<file path="config.mk">
export PLATFORM = sky130hd
export DESIGN_NAME = pulse_gen_multi
export DESIGN_NICKNAME = d
export VERILOG_FILES = /design/src/rtl/pulse_gen_pkg.sv /design/src/rtl/pulse_gen_channel.sv /design/src/rtl/pulse_gen_multi.sv
export SDC_FILE = /design/constraint.sdc
export NUM_CORES = 1
export LEC_CHECK = 0
export CAP_MARGIN = 20
export CORE_ASPECT_RATIO = 1.4
export CORE_MARGIN = 5
export CORE_UTILIZATION = 25
export DETAILED_ROUTE_END_ITERATION = 16
export MAX_ROUTING_LAYER = met4
export PLACE_DENSITY = 0.44
export SYNTH_ARGS = -nofsm -noshare
export SYNTH_HDL_FRONTEND = slang
export SYNTH_SLANG_ARGS = --single-unit
</file>
<file path="constraint.sdc">
create_clock -name clk_in -period 3.2 [get_ports clk_in]
set_input_delay 0.8 -clock clk_in [delete_from_list [all_inputs] [get_ports clk_in]]
set_output_delay 0.8 -clock clk_in [all_outputs]
set_load 0.01 [all_outputs]
</file>
<file path="src/rtl/pulse_gen_pkg.sv">
// Shared types and helpers for the multi-channel edge-to-pulse generator.
// Holds the channel state encoding, edge-select codes and the edge decision.
package pulse_gen_pkg;

    typedef enum logic [1:0] {
        IDLE    = 2'd0,
        PULSE   = 2'd1,
        HOLDOFF = 2'd2
    } state_e;

    localparam logic [1:0] MODE_RISE = 2'b00;
    localparam logic [1:0] MODE_FALL = 2'b01;
    localparam logic [1:0] MODE_BOTH = 2'b10;
    localparam logic [1:0] MODE_OFF  = 2'b11;

    function automatic logic edge_detect(input logic s, input logic prev, input logic [1:0] mode);
        logic hit;
        hit = 1'b0;
        case (mode)
            MODE_RISE: hit = s & ~prev;
            MODE_FALL: hit = ~s & prev;
            MODE_BOTH: hit = s ^ prev;
            default:   hit = 1'b0;
        endcase
        return hit;
    endfunction

endpackage

</file>
<file path="src/rtl/pulse_gen_channel.sv">
// One channel: input synchroniser, edge detector, IDLE/PULSE/HOLDOFF FSM with a
// shared length/holdoff down-counter, and a sticky missed-edge flag.
module pulse_gen_channel
    import pulse_gen_pkg::*;
#(
    parameter int SYNC_STAGES = 2,
    parameter int CNT_WIDTH   = 8,
    parameter int RETRIGGER   = 0
) (
    input  logic                 clk_in,
    input  logic                 rst_n,
    input  logic                 in_i,
    input  logic [1:0]           mode_i,
    input  logic [CNT_WIDTH-1:0] length_i,
    input  logic [CNT_WIDTH-1:0] holdoff_i,
    input  logic                 clr_missed_i,
    output logic                 out_o,
    output logic                 busy_o,
    output logic                 missed_o
);

    localparam logic [CNT_WIDTH-1:0] CNT_ONE  = CNT_WIDTH'(1);
    localparam logic [CNT_WIDTH-1:0] CNT_ZERO = '0;

    logic s;
    logic prev_q;
    logic edge_w;

    generate
        if (SYNC_STAGES > 0) begin : g_sync
            logic [SYNC_STAGES-1:0] sync_q;
            always_ff @(posedge clk_in or negedge rst_n) begin
                if (!rst_n) sync_q <= '0;
                else        sync_q <= (sync_q << 1) | SYNC_STAGES'(in_i);
            end
            assign s = sync_q[SYNC_STAGES-1];
        end else begin : g_nosync
            assign s = in_i;
        end
    endgenerate

    always_ff @(posedge clk_in or negedge rst_n) begin
        if (!rst_n) prev_q <= 1'b0;
        else        prev_q <= s;
    end

    assign edge_w = edge_detect(s, prev_q, mode_i);

    state_e               state_q, state_d;
    logic [CNT_WIDTH-1:0] cnt_q, cnt_d;
    logic [CNT_WIDTH-1:0] hold_q, hold_d;
    logic [CNT_WIDTH-1:0] len_eff;
    logic                 missed_q, missed_d;
    logic                 out_q, busy_q;
    logic                 missed_set;

    // A zero length still produces a one-cycle pulse.
    assign len_eff = (length_i == CNT_ZERO) ? CNT_ONE : length_i;

    always_comb begin
        state_d    = state_q;
        cnt_d      = cnt_q;
        hold_d     = hold_q;
        missed_set = 1'b0;
        case (state_q)
            IDLE: begin
                if (edge_w) begin
                    state_d = PULSE;
                    cnt_d   = len_eff - CNT_ONE;
                    hold_d  = holdoff_i;
                end
            end
            PULSE: begin
                if (edge_w && (RETRIGGER != 0)) begin
                    cnt_d  = len_eff - CNT_ONE;
                    hold_d = holdoff_i;
                end else begin
                    missed_set = edge_w;
                    if (cnt_q == CNT_ZERO) begin
                        if (hold_q != CNT_ZERO) begin
                            state_d = HOLDOFF;
                            cnt_d   = hold_q - CNT_ONE;
                        end else begin
                            state_d = IDLE;
                        end
                    end else begin
                        cnt_d = cnt_q - CNT_ONE;
                    end
                end
            end
            HOLDOFF: begin
                missed_set = edge_w;
                if (cnt_q == CNT_ZERO) state_d = IDLE;
                else                   cnt_d   = cnt_q - CNT_ONE;
            end
            default: state_d = IDLE;
        endcase
        missed_d = (missed_q & ~clr_missed_i) | missed_set;
    end

    always_ff @(posedge clk_in or negedge rst_n) begin
        if (!rst_n) begin
            state_q  <= IDLE;
            cnt_q    <= '0;
            hold_q   <= '0;
            missed_q <= 1'b0;
            out_q    <= 1'b0;
            busy_q   <= 1'b0;
        end else begin
            state_q  <= state_d;
            cnt_q    <= cnt_d;
            hold_q   <= hold_d;
            missed_q <= missed_d;
            out_q    <= (state_d == PULSE);
            busy_q   <= (state_d != IDLE);
        end
    end

    assign out_o    = out_q;
    assign busy_o   = busy_q;
    assign missed_o = missed_q;

endmodule

</file>
<file path="src/rtl/pulse_gen_multi.sv">
// Top level: CHANNELS independent edge-to-pulse channels sharing mode,
// length, holdoff and missed-clear controls.
module pulse_gen_multi
    import pulse_gen_pkg::*;
#(
    parameter int CHANNELS    = 8,
    parameter int SYNC_STAGES = 2,
    parameter int CNT_WIDTH   = 8,
    parameter int RETRIGGER   = 0
) (
    input  logic                 clk_in,
    input  logic                 rst_n,
    input  logic [CHANNELS-1:0]  in,
    input  logic [1:0]           mode,
    input  logic [CNT_WIDTH-1:0] length,
    input  logic [CNT_WIDTH-1:0] holdoff,
    input  logic                 clr_missed,
    output logic [CHANNELS-1:0]  out,
    output logic [CHANNELS-1:0]  busy,
    output logic [CHANNELS-1:0]  missed
);

    for (genvar i = 0; i < CHANNELS; i++) begin : g_ch
        pulse_gen_channel #(
            .SYNC_STAGES(SYNC_STAGES),
            .CNT_WIDTH  (CNT_WIDTH),
            .RETRIGGER  (RETRIGGER)
        ) u_ch (
            .clk_in      (clk_in),
            .rst_n       (rst_n),
            .in_i        (in[i]),
            .mode_i      (mode),
            .length_i    (length),
            .holdoff_i   (holdoff),
            .clr_missed_i(clr_missed),
            .out_o       (out[i]),
            .busy_o      (busy[i]),
            .missed_o    (missed[i])
        );
    end

endmodule

</file>
; ---- Word level (Yosys, flattened, before mapping)
; Cells that the tools add are included.
[totals]
ff_bits = 192
latchBits = 0
mem_bits_rw = 0
romBits = 0
in_bits = 29
out_inout_bits = 24
elab_cells = 359
memories = 0
[op_classes]
add_sub_neg = 17
multipliers = 0
n_div = 0
magnitude_cmp = 0
n_eq_ne = 50
shifts = 0
muxes = 97
bitwise_logic = 65
reduce_logical = 66
[ops]
columns = op, n
row1 = 8-bit 2-to-1 mux, 33
row2 = 8-bit one-hot mux with 3 select lines, 8
row3 = "8-bit by 1-bit subtractor with 8-bit output, second input constant", 17
row4 = 8-bit zero test, 9
row5 = 2-bit 2-to-1 mux, 32
row6 = 8-bit nonzero test, 8
row7 = 2-bit one-hot mux with 3 select lines, 8
row8 = "2-bit by 1-bit == test with 1-bit output, second input constant", 17
row9 = 4-bit AND reduction, 8
row10 = 1-bit AND, 24
row11 = "3-bit inequality test, second input constant", 8
row12 = 1-bit one-hot mux with 3 select lines, 8
row13 = 3-bit nonzero test, 8
row14 = "2-bit == test, second input constant", 9
row15 = 2-bit zero test, 9
row16 = 1-bit NOT, 17
row17 = "2-bit by 1-bit inequality test with 1-bit output, second input constant", 8
row18 = "2-bit inequality test, second input constant", 8
row19 = 2-bit by 1-bit OR with 2-bit output, 8
row20 = 2-bit AND reduction, 8
row21 = 2-bit nonzero test, 8
row22 = 2-bit OR reduction, 8
row23 = 1-bit 2-to-1 mux, 8
row24 = 1-bit OR, 8
row25 = 1-bit XOR, 8

; ---- Logic depth before layout (Yosys ltp)
; Gate-level depths: netlist of run 1.
[depth]
depth_word = 6
depth_mapped = 10
ltp_nobuf = 8

; ---- Cells and area by module
; Synthesis of run 1 repeated with hierarchy kept, for this count alone.
[unflattened]
hier_cells = 1432
area_unflattened_um2 = 14019.7
[modules_own_cells]
columns = module, n_inst, cells_per_inst, area_per_inst_um2, seq_area_each_um2
row1 = pulse_gen_channel (g_ch[0].u_ch ...), 6, 180, 1759.2, 600.6
row2 = pulse_gen_channel (g_ch[6].u_ch), 1, 181, 1734.2, 600.6
row3 = pulse_gen_channel (g_ch[7].u_ch), 1, 171, 1730.4, 600.6

; ---- Worst setup path before layout of run 1
; Ideal clock, no wire load.
[synth_timing]
path_kind = input port to flip-flop
startpoint = input port length[5]
endpoint = register g_ch[0].u_ch.cnt_q[4]
setup_time_ns = 0.125
t_arrival_ns = 2.584
t_required_ns = 3.075
path_slack_ns = 0.491
stages = 7
path_buffers = 0
path_cell_list = nor4_1 > a31oi_1 > ha_1 > nor3b_1 > xnor2_1 > o32ai_1 > mux2_2
[synth_via]
elab_chain_cells = 5
[synth_lines]
columns = element, line_no
row1 = from (decl), pulse_gen_multi.sv:15  ; input logic [CNT_WIDTH-1:0] length,
row2 = 8-bit zero test, pulse_gen_channel.sv:58  ; assign len_eff = (length_i == CNT_ZERO) ? CNT_ONE : length_i;
row3 = 8-bit 2-to-1 mux, pulse_gen_channel.sv:58
row4 = 8-bit by 1-bit subtractor with 8-bit output, pulse_gen_channel.sv:69  ; cnt_d = len_eff - CNT_ONE;
row5 = 8-bit 2-to-1 mux, pulse_gen_channel.sv:67  ; if (edge_w) begin
row6 = 8-bit one-hot mux with 3 select lines, pulse_gen_channel.sv:65  ; case (state_q)
row7 = to (signal assigned), pulse_gen_channel.sv:111  ; cnt_q <= cnt_d;
row8 = to (decl), pulse_gen_channel.sv:50  ; logic [CNT_WIDTH-1:0] cnt_q, cnt_d;
; Every way passes these cells. The select of a mux whose other input is x is not followed.
; A chain may end at the register's enable or synchronous reset.

; ---- Final worst setup path of run 1
[layout_timing]
startpoint = register g_ch[2].u_ch.cnt_q[0]
endpoint = register g_ch[2].u_ch.cnt_q[6]
[layout_via]
elab_chain_cells = 3
word_cells_on_any_way = 8
classes_between = 1 x add/sub / 2 x eq/ne / 3 x mux / 2 x reduce/logical
[layout_lines]
columns = element, line_no
row1 = from (decl), pulse_gen_channel.sv:50
row2 = from (signal assigned), pulse_gen_channel.sv:111
row3 = 8-bit by 1-bit subtractor with 8-bit output or 8-bit zero test (tied branches), n/a
row4 = "8-bit 2-to-1 mux, or another cell as far along", pulse_gen_channel.sv:93  ; if (cnt_q == CNT_ZERO) state_d = IDLE;
row5 = 8-bit one-hot mux with 3 select lines or 4-bit AND reduction (tied branches), n/a
; Parallel ways exist; a longest one is shown, timed or not. The select of a mux whose other input is x is not followed.

==> results of run 1 <==
==> cells in the mapped netlist (7+ instances only) <==
library cell and number:
nor3_1 36, nor2_1 95, a221oi_1 14, o21ai_0 73
nand2_1 85, xnor2_1 32, nor3b_1 16, a31oi_1 22
o32a_1 9, a21o_1 12, nand2b_1 12, o31a_1 7
dfrtp_1 192, o31ai_1 35, clkbuf_1 24, ha_1 73
buf_4 25, a21boi_0 7, nor4_1 18, nand3b_1 8
o22ai_1 7, o211ai_1 10, xor2_1 23, or2_2 7
inv_1 108, and2_1 15, buf_2 12, a32oi_1 10
or3_1 17, and3_1 7, a211oi_1 7, mux2i_1 11
a21oi_1 42, or4_1 13, nand3_1 21, mux2_2 77
==> critical path, delay by kind of cell (launching register included) <==
family                     cells  cell delay (ns)
AOI/OAI and AO/OA              1             0.52
buffers and inverters          1             0.10
muxes                          1             0.39
adders and majority gates      1             0.22
and+or+nand+nor                2             0.93
DFF                            1             0.44
==> state kept, by name, summed over array words and instances (netlist names) <==
register / count
g_ch.u_ch.out_o: 8
g_ch.u_ch.busy_o: 8
g_ch.u_ch.state_q: 16
g_ch.u_ch.g_sync.sync_q: 16
g_ch.u_ch.prev_q: 8
g_ch.u_ch.missed_o: 8
g_ch.u_ch.hold_q: 64
g_ch.u_ch.cnt_q: 64
==> final timing paths <==
| path | slack (ns) | to | cells past startpoint |
|---|---|---|---|
| setup / recovery | 0.49 | g_ch[2].u_ch.cnt_q[6] | 6 |
| hold / removal | 0.27 | g_ch[3].u_ch.g_sync.sync_q[0] | 1 |
| setup reg to reg | 0.49 | g_ch[2].u_ch.cnt_q[6] | 6 |
| hold reg to reg | 0.35 | g_ch[2].u_ch.g_sync.sync_q[1] | 0 |
| max in group asynchronous | 2.19 | g_ch[7].u_ch.busy_o | 2 |
| min in group clk_in | 0.35 | g_ch[2].u_ch.g_sync.sync_q[1] | 0 |
==> stage by stage <==
stage                     total power (uW)  cells  worst slack [ns]  cell area [um2]  hold slack [ns]
final                                12900   2020             0.492            14400            0.269
after global routing                 13900   2020             0.327            14400            0.295
after CTS                            13000   2020             0.492            14400            0.273
after detailed placement             10800   1988            0.0887            13900            0.336
after global placement               10800   1988            0.0683            13900            0.334
after floorplan                       9010   1307             0.491            12500            0.331
==> layout make-up <==
class / instances / area [um2] / area share
inverter: 108 / 405 / 0.0281
clock inverter: 15 / 109 / 0.00754
multi-input combinational: 941 / 6870 / 0.475
timing repair buffer: 110 / 1040 / 0.0717
sequential: 192 / 4800 / 0.333
clock buffer: 17 / 425 / 0.0295
tap: 637 / 797 / 0.0552
==> logic make-up after synthesis <==
group,count (synthesis),share of synthesized area
simple gates,382,0.162
compound gates,343,0.199
xor+xnor,55,0.0386
mux,88,0.0784
flops,192,0.385
buf+inv,174,0.0638
fa+ha+maj,73,0.0733
==> where the power goes <==
group,total [uW],switching (uW),internal (uW)
clock,2060,1050,1000
sequential,4490,1130,3360
combinational,6320,3390,2930
total,12900,5570,7300
==> routing by layer <==
| metal | vias up | part of all wire |
|---|---|---|
| li1 | 4886 | - |
| met1 | 5034 | 0.44 |
| met2 | 150 | 0.52 |
| met3 | 45 | 0.017 |
| met4 | 0 | 0.028 |
| met5 | - | 0 |
==> flow_results.xml, run 1 <==
<?xml version="1.0" encoding="UTF-8"?>
<metrics>
  <group name="worst_setup_path">
    <metric name="rr_startpoint" unit="">g_ch[2].u_ch.cnt_q[0]</metric>
    <metric name="delay_of_the_slowest_cell_on_the_worst_path" unit="ns">0.55</metric>
    <metric name="crit_arrival" unit="ns">3.06</metric>
    <metric name="crit_chain" unit="">inv_1, ha_1, or3b_1, or3_1, o211ai_4, mux2_2</metric>
    <metric name="crit_path_end_kind" unit="">flip-flop</metric>
    <metric name="worst_ep_required_time" unit="ns">3.55</metric>
    <metric name="critical_path_slowest_stage_cell" unit="">or3_1</metric>
    <metric name="setup.worst_path.start_class" unit="">flip-flop</metric>
    <metric name="path_class" unit="">reg2reg</metric>
    <metric name="timing.critical_path.fanout_max" unit="">16</metric>
    <metric name="crit_start" unit="">g_ch[2].u_ch.cnt_q[0]</metric>
  </group>
  <group name="finish">
    <metric name="num_antenna_cells" unit="">0</metric>
    <metric name="fillers" unit="">5195</metric>
    <metric name="final_util" unit="">0.293</metric>
    <metric name="finish.net_count" unit="">1472</metric>
    <metric name="layout_common_cells" unit="">192 x dfrtp_1, 108 x inv_1, 95 x nor2_1</metric>
    <metric name="syn_to_final_growth" unit="%">15.9</metric>
    <metric name="drive_gt1_frac" unit="">0.153</metric>
    <metric name="final_common_cell" unit="">dfrtp_1</metric>
  </group>
  <group name="clocking">
    <metric name="cts_max_level" unit="">4</metric>
    <metric name="cts_tree" unit="">built</metric>
    <metric name="cts.clk_slew.worst_paths" unit="ns">0.08</metric>
    <metric name="clock_latency" unit="ns">0.46</metric>
    <metric name="cts.root.buffer_cell" unit="">clkbuf_16</metric>
    <metric name="cts_num_sinks" unit="">192</metric>
    <metric name="cts_buffers" unit="">17</metric>
    <metric name="cts_resized" unit="">0</metric>
    <metric name="post-cts-setup-buffer-count" unit="">0</metric>
    <metric name="cts-hold-fix-buffers" unit="">0</metric>
    <metric name="clock_tree.buffer_depth" unit="">2</metric>
  </group>
  <group name="detailed_routing">
    <metric name="remaining_antenna_violation_count_after_routing" unit="">0</metric>
    <metric name="pre_antenna_drt_iters" unit="">6</metric>
    <metric name="drt_drc_violations_left" unit="">0</metric>
    <metric name="drt_wl_total" unit="mm">37.4</metric>
    <metric name="drt-vias-per-instance" unit="">5.01</metric>
    <metric name="detailroute.via_count" unit="">10100</metric>
    <metric name="post_drt_wl_per_cell" unit="um">18.5</metric>
    <metric name="dr.first_iter.drc_count" unit="">598</metric>
  </group>
  <group name="run">
    <metric name="maxCapViolCount" unit="">0</metric>
  </group>
  <group name="logic_synthesis">
    <metric name="post_synth_edffs" unit="">0</metric>
    <metric name="yosys_warnings" unit="">0</metric>
    <metric name="synth.yosys.seq_area_share" unit="">0.385</metric>
    <metric name="main_synth_ff_type" unit="">dfrtp_1</metric>
    <metric name="synth.top_cells.by_area" unit="">dfrtp_1 39%, ha_1 7.3%, mux2_2 7.0%</metric>
    <metric name="synth_top_cell_by_area" unit="">dfrtp_1</metric>
    <metric name="synthesis.area" unit="um2">12500</metric>
    <metric name="postSynthRegisterBits" unit="">192</metric>
    <metric name="count_of_distinct_cell_types_in_the_synthesized_netlist" unit="">94</metric>
    <metric name="postSynthNetCount" unit="">1409</metric>
    <metric name="post_synth.cell_area_avg" unit="um2">9.54</metric>
    <metric name="postSynth.asyncResetShare" unit="">1.00</metric>
    <metric name="netlist_instances" unit="">1307</metric>
    <metric name="synth.top_cell.area_share" unit="">0.385</metric>
  </group>
  <group name="power_and_ir_drop">
    <metric name="cellPowerDensity" unit="nW/um2">891</metric>
    <metric name="leakagePower" unit="uW">0.00604</metric>
    <metric name="worst_ir_drop_vdd" unit="V">0.000316</metric>
  </group>
  <group name="global_route">
    <metric name="grt_util_met3" unit="">0.0130</metric>
    <metric name="first_global_vias" unit="">10200</metric>
    <metric name="grt_antenna_before_repair" unit="">0</metric>
    <metric name="grt_start_max_net_pins" unit="">57</metric>
    <metric name="global_route_wire_length_before_repair" unit="mm">59.0</metric>
    <metric name="grt.overflow.total" unit="">0</metric>
    <metric name="grt_met2_use" unit="">0.248</metric>
    <metric name="groute.usage.overall" unit="">0.142</metric>
    <metric name="grt-busiest-layer" unit="">met2</metric>
    <metric name="grt.met1_usage" unit="">0.169</metric>
  </group>
  <group name="timing">
    <metric name="report.final.slew_viol_count" unit="">0</metric>
    <metric name="min_period" unit="ns">2.71</metric>
    <metric name="finalCritPeriodShare" unit="">0.846</metric>
    <metric name="report.final.setup_viol" unit="">0</metric>
    <metric name="fmax" unit="MHz">369</metric>
    <metric name="final-hold-violation-count" unit="">0</metric>
    <metric name="clock-skew-final" unit="ns">0.0117</metric>
    <metric name="rsz_0062_raised_after_global_routing" unit="">false</metric>
    <metric name="actual_slew_at_the_worst_max_slew_pin" unit="ns">0.871</metric>
    <metric name="slew_headroom" unit="">0.414</metric>
    <metric name="setup-tns-final" unit="ns">0</metric>
  </group>
  <group name="worst_hold_path">
    <metric name="min_path_type" unit="">in2async</metric>
  </group>
  <group name="placed_design">
    <metric name="finalWeightedCongestion" unit="">0.885</metric>
    <metric name="detailedPlacementHpwl" unit="mm">27.3</metric>
    <metric name="placement.io_buffers" unit="">52</metric>
  </group>
  <group name="floorplanning">
    <metric name="die_area" unit="um2">54500</metric>
    <metric name="chipWidth" unit="um">199</metric>
    <metric name="std_cell_rows" unit="">96</metric>
    <metric name="initial_core_util" unit="">0.253</metric>
    <metric name="die_height" unit="um">274</metric>
    <metric name="design.core.area" unit="um2">49200</metric>
    <metric name="ioPinCount" unit="">53</metric>
  </group>
  <group name="status">
    <metric name="status" unit="">finished, final reports clean</metric>
  </group>
</metrics>
No activity file was read; power rests on OpenSTA's default activity.
==> run 2: changes to the inputs <==
Settings changed: PLACE_DENSITY 0.44 to 0.45.
Clock period 3.2 ns to 2.2 ns, I/O delays scaled along.
==> run 2 against run 1 <==
  * Sequential power rose by 39%
  * Worst setup slack got worse by 0.48 ns
  * Cell count rose by 8.7%
  * Die area did not move
  * Hold slack got worse by 0.20 ns
  * Sequential share of layout area fell by 3.7 points
  * Register-to-register slack got worse by 0.48 ns
  * Utilization rose by 3.7 points
  * Clock skew fell by 0.0029 ns
  * Cell area rose by 13%
  * First-iteration DRC count fell by 11%
  * Non-clock buffer count rose by 174
==> flow_results.xml, run 2 (synthesis gave the netlist of run 1 again) <==
<?xml version="1.0" encoding="UTF-8"?>
<metrics>
  <group name="timing">
    <metric name="min_period" unit="ns">2.19</metric>
    <metric name="report.final.setup_viol" unit="">0</metric>
    <metric name="rsz_0062_raised_after_global_routing" unit="">true</metric>
    <metric name="finalCritPeriodShare" unit="">0.996</metric>
    <metric name="slew_headroom" unit="">0.510</metric>
    <metric name="fmax" unit="MHz">456</metric>
    <metric name="actual_slew_at_the_worst_max_slew_pin" unit="ns">0.727</metric>
    <metric name="clock-skew-final" unit="ns">0.00885</metric>
    <metric name="final-hold-violation-count" unit="">0</metric>
    <metric name="postLayoutSetupSlackWorst" unit="ns">0.00940</metric>
    <metric name="report.final.slew_viol_count" unit="">0</metric>
    <metric name="setup-tns-final" unit="ns">0</metric>
  </group>
  <group name="floorplanning">
    <metric name="die_area" unit="um2">54500</metric>
    <metric name="design.core.area" unit="um2">49200</metric>
    <metric name="die_height" unit="um">274</metric>
    <metric name="ioPinCount" unit="">53</metric>
    <metric name="chipWidth" unit="um">199</metric>
    <metric name="initial_core_util" unit="">0.253</metric>
    <metric name="std_cell_rows" unit="">96</metric>
  </group>
  <group name="detailed_routing">
    <metric name="pre_antenna_drt_iters" unit="">6</metric>
    <metric name="dr.first_iter.drc_count" unit="">533</metric>
    <metric name="drt-vias-per-instance" unit="">4.91</metric>
    <metric name="detailroute.via_count" unit="">10800</metric>
    <metric name="drt_drc_violations_left" unit="">0</metric>
    <metric name="post_drt_wl_per_cell" unit="um">17.9</metric>
    <metric name="drt_wl_total" unit="mm">39.4</metric>
    <metric name="remaining_antenna_violation_count_after_routing" unit="">0</metric>
  </group>
  <group name="power_and_ir_drop">
    <metric name="p_sw" unit="uW">8680</metric>
    <metric name="cellPowerDensity" unit="nW/um2">1290</metric>
    <metric name="worst_ir_drop_vdd" unit="V">0.000460</metric>
    <metric name="power.switching_fraction" unit="">0.414</metric>
    <metric name="comb_power_share" unit="">0.554</metric>
    <metric name="clock_power_share" unit="">0.148</metric>
    <metric name="leakagePower" unit="uW">0.00706</metric>
    <metric name="p_int" unit="uW">12300</metric>
    <metric name="pwr-share-seq" unit="">0.298</metric>
  </group>
  <group name="clocking">
    <metric name="cts_tree" unit="">built</metric>
    <metric name="cts_num_sinks" unit="">192</metric>
    <metric name="cts_buffers" unit="">17</metric>
    <metric name="cts-hold-fix-buffers" unit="">0</metric>
    <metric name="cts_max_level" unit="">4</metric>
    <metric name="clock_latency" unit="ns">0.45</metric>
    <metric name="clock_tree.buffer_depth" unit="">2</metric>
    <metric name="cts.root.buffer_cell" unit="">clkbuf_16</metric>
    <metric name="cts.clk_slew.worst_paths" unit="ns">0.07</metric>
  </group>
  <group name="finish">
    <metric name="finish.net_count" unit="">1646</metric>
    <metric name="final_common_cell" unit="">buf_4</metric>
    <metric name="reg.largest.list" unit="">g_ch.u_ch.cnt_q: 64 flops, g_ch.u_ch.hold_q: 64 flops</metric>
    <metric name="drive_gt1_frac" unit="">0.279</metric>
    <metric name="syn_to_final_growth" unit="%">30.4</metric>
    <metric name="layout_common_cells" unit="">214 x buf_4, 191 x dfrtp_1, 101 x inv_1</metric>
  </group>
  <group name="worst_setup_path">
    <metric name="worst_ep_required_time" unit="ns">2.54</metric>
    <metric name="path_class" unit="">reg2reg</metric>
    <metric name="timing.critical_path.fanout_max" unit="">4</metric>
    <metric name="setup.worst_path.start_class" unit="">flip-flop</metric>
    <metric name="timing.critical_path.buf_inv" unit="">2</metric>
    <metric name="delay_of_the_slowest_cell_on_the_worst_path" unit="ns">0.49</metric>
    <metric name="reg2regPathDepth" unit="">8</metric>
    <metric name="critical_path_slowest_stage_cell" unit="">or4b_4</metric>
    <metric name="crit_arrival" unit="ns">2.53</metric>
    <metric name="critical_path.reg2reg.endpoint" unit="">g_ch[3].u_ch.cnt_q[3]</metric>
    <metric name="r2r_slack" unit="ns">0.009</metric>
    <metric name="crit_chain" unit="">inv_2, ha_4, or4b_4, nor4_4, buf_4, mux2_4, a221oi_2, o31ai_1</metric>
    <metric name="crit_path_end_kind" unit="">flip-flop</metric>
    <metric name="rr_startpoint" unit="">g_ch[3].u_ch.cnt_q[1]</metric>
    <metric name="worst_path_dominant_cell_family" unit="">simple AND/OR/NAND/NOR gates</metric>
  </group>
  <group name="global_route">
    <metric name="grt.overflow.total" unit="">0</metric>
    <metric name="groute.usage.overall" unit="">0.151</metric>
    <metric name="grt_start_max_net_pins" unit="">53</metric>
    <metric name="global_route_wire_length_before_repair" unit="mm">62.3</metric>
    <metric name="first_global_vias" unit="">11200</metric>
    <metric name="grt_antenna_before_repair" unit="">1</metric>
  </group>
  <group name="placed_design">
    <metric name="placement.io_buffers" unit="">52</metric>
    <metric name="detailedPlacementHpwl" unit="mm">29.3</metric>
    <metric name="place_ws" unit="ns">-0.583</metric>
    <metric name="finalWeightedCongestion" unit="">0.868</metric>
  </group>
  <group name="worst_hold_path">
    <metric name="min_path_type" unit="">in2async</metric>
  </group>
  <group name="run">
    <metric name="maxCapViolCount" unit="">0</metric>
  </group>
  <group name="status">
    <metric name="status" unit="">finished, final reports clean</metric>
  </group>
</metrics>
[run 2: cell types whose count changed in the layout (fill, tap and decap cells not counted), sizes merged]
cell / change
dlymetal6s2s: +2
diode: +1
dlygate4sd2: +3
clkdlybuf4s50: -5
clkbuf: +5
clkinv: -2
bufinv: +1
buf: +173
inv: -3
[run 2: final cells by class]
cell class	count	area, um2
fill	5118	33000
clock inverter	11	104
sequential	192	4810
inverter	108	405
timing repair buffer	284	2460
antenna	1	2.50
multi-input combinational	941	7220
tap	637	797
clock buffer	21	460
[run 2: power by group through the flow]
| stage | registers (uW) | logic [uW] | clock network, uW |
|---|---|---|---|
| final | 6250 | 11600 | 3100 |
| after global routing | 6490 | 12800 | 3350 |
| after CTS | 6230 | 11400 | 3220 |
| after detailed placement | 6280 | 11100 | 0 |
| after global placement | 6260 | 11000 | 0 |
| after floorplan | 6060 | 7120 | 0 |
[run 2: what timing repair did]
item | CTS | global route
resized for setup | 23 | 45
endpoints found under the setup margin | 71 | 68
cloned | 0 | 0
buffers inserted | 6 | 6
pin swaps | 10 | 19
[run 2: how the worst max path moves through the flow]
stage | start | endpoint | slack [ns] | depth (start not counted)
floorplan | g_ch[2].u_ch.cnt_q[0] | g_ch[2].u_ch.cnt_q[6] | -0.07 | 8
global placement | length[2] | g_ch[5].u_ch.cnt_q[4] | -0.56 | 9
detailed placement | length[2] | g_ch[5].u_ch.cnt_q[4] | -0.58 | 9
CTS | g_ch[6].u_ch.g_sync.sync_q[1] | g_ch[6].u_ch.hold_q[5] | -0.06 | 7
global route | g_ch[3].u_ch.cnt_q[1] | g_ch[3].u_ch.cnt_q[3] | -0.09 | 8
finish | g_ch[3].u_ch.cnt_q[1] | g_ch[3].u_ch.cnt_q[3] | 0.009 | 8
[run 2: worst reg2reg max path, delay by kind of cell (launching register included)]
family / cells / cell delay [ns]
adder cells (fa/ha/maj): 1 / 0.13
flip-flops: 1 / 0.39
multiplexers: 1 / 0.30
buffers and inverters: 2 / 0.27
AO/OA/AOI/OAI: 2 / 0.29
AND/OR/NAND/NOR: 2 / 0.69
[run 2: stage by stage]
stage	area, um2	total power (uW)	hold slack (ns)	instances	utilization
after floorplan	12600	13200	0.254	1307	-
after global placement	15300	17300	0.334	2151	0.311
after detailed placement	15300	17400	0.338	2151	0.311
after CTS	16000	20800	0.0871	2189	0.325
after global routing	16300	22600	0.105	2195	0.330
final	16300	20900	0.0714	2195	0.330
[run 2: layer usage]
metal | share of wire | global-route usage
met2 | 0.52 | 0.268
met5 | 0 | -
met3 | 0.026 | 0.0159
met1 | 0.41 | 0.171
met4 | 0.038 | 0.0659
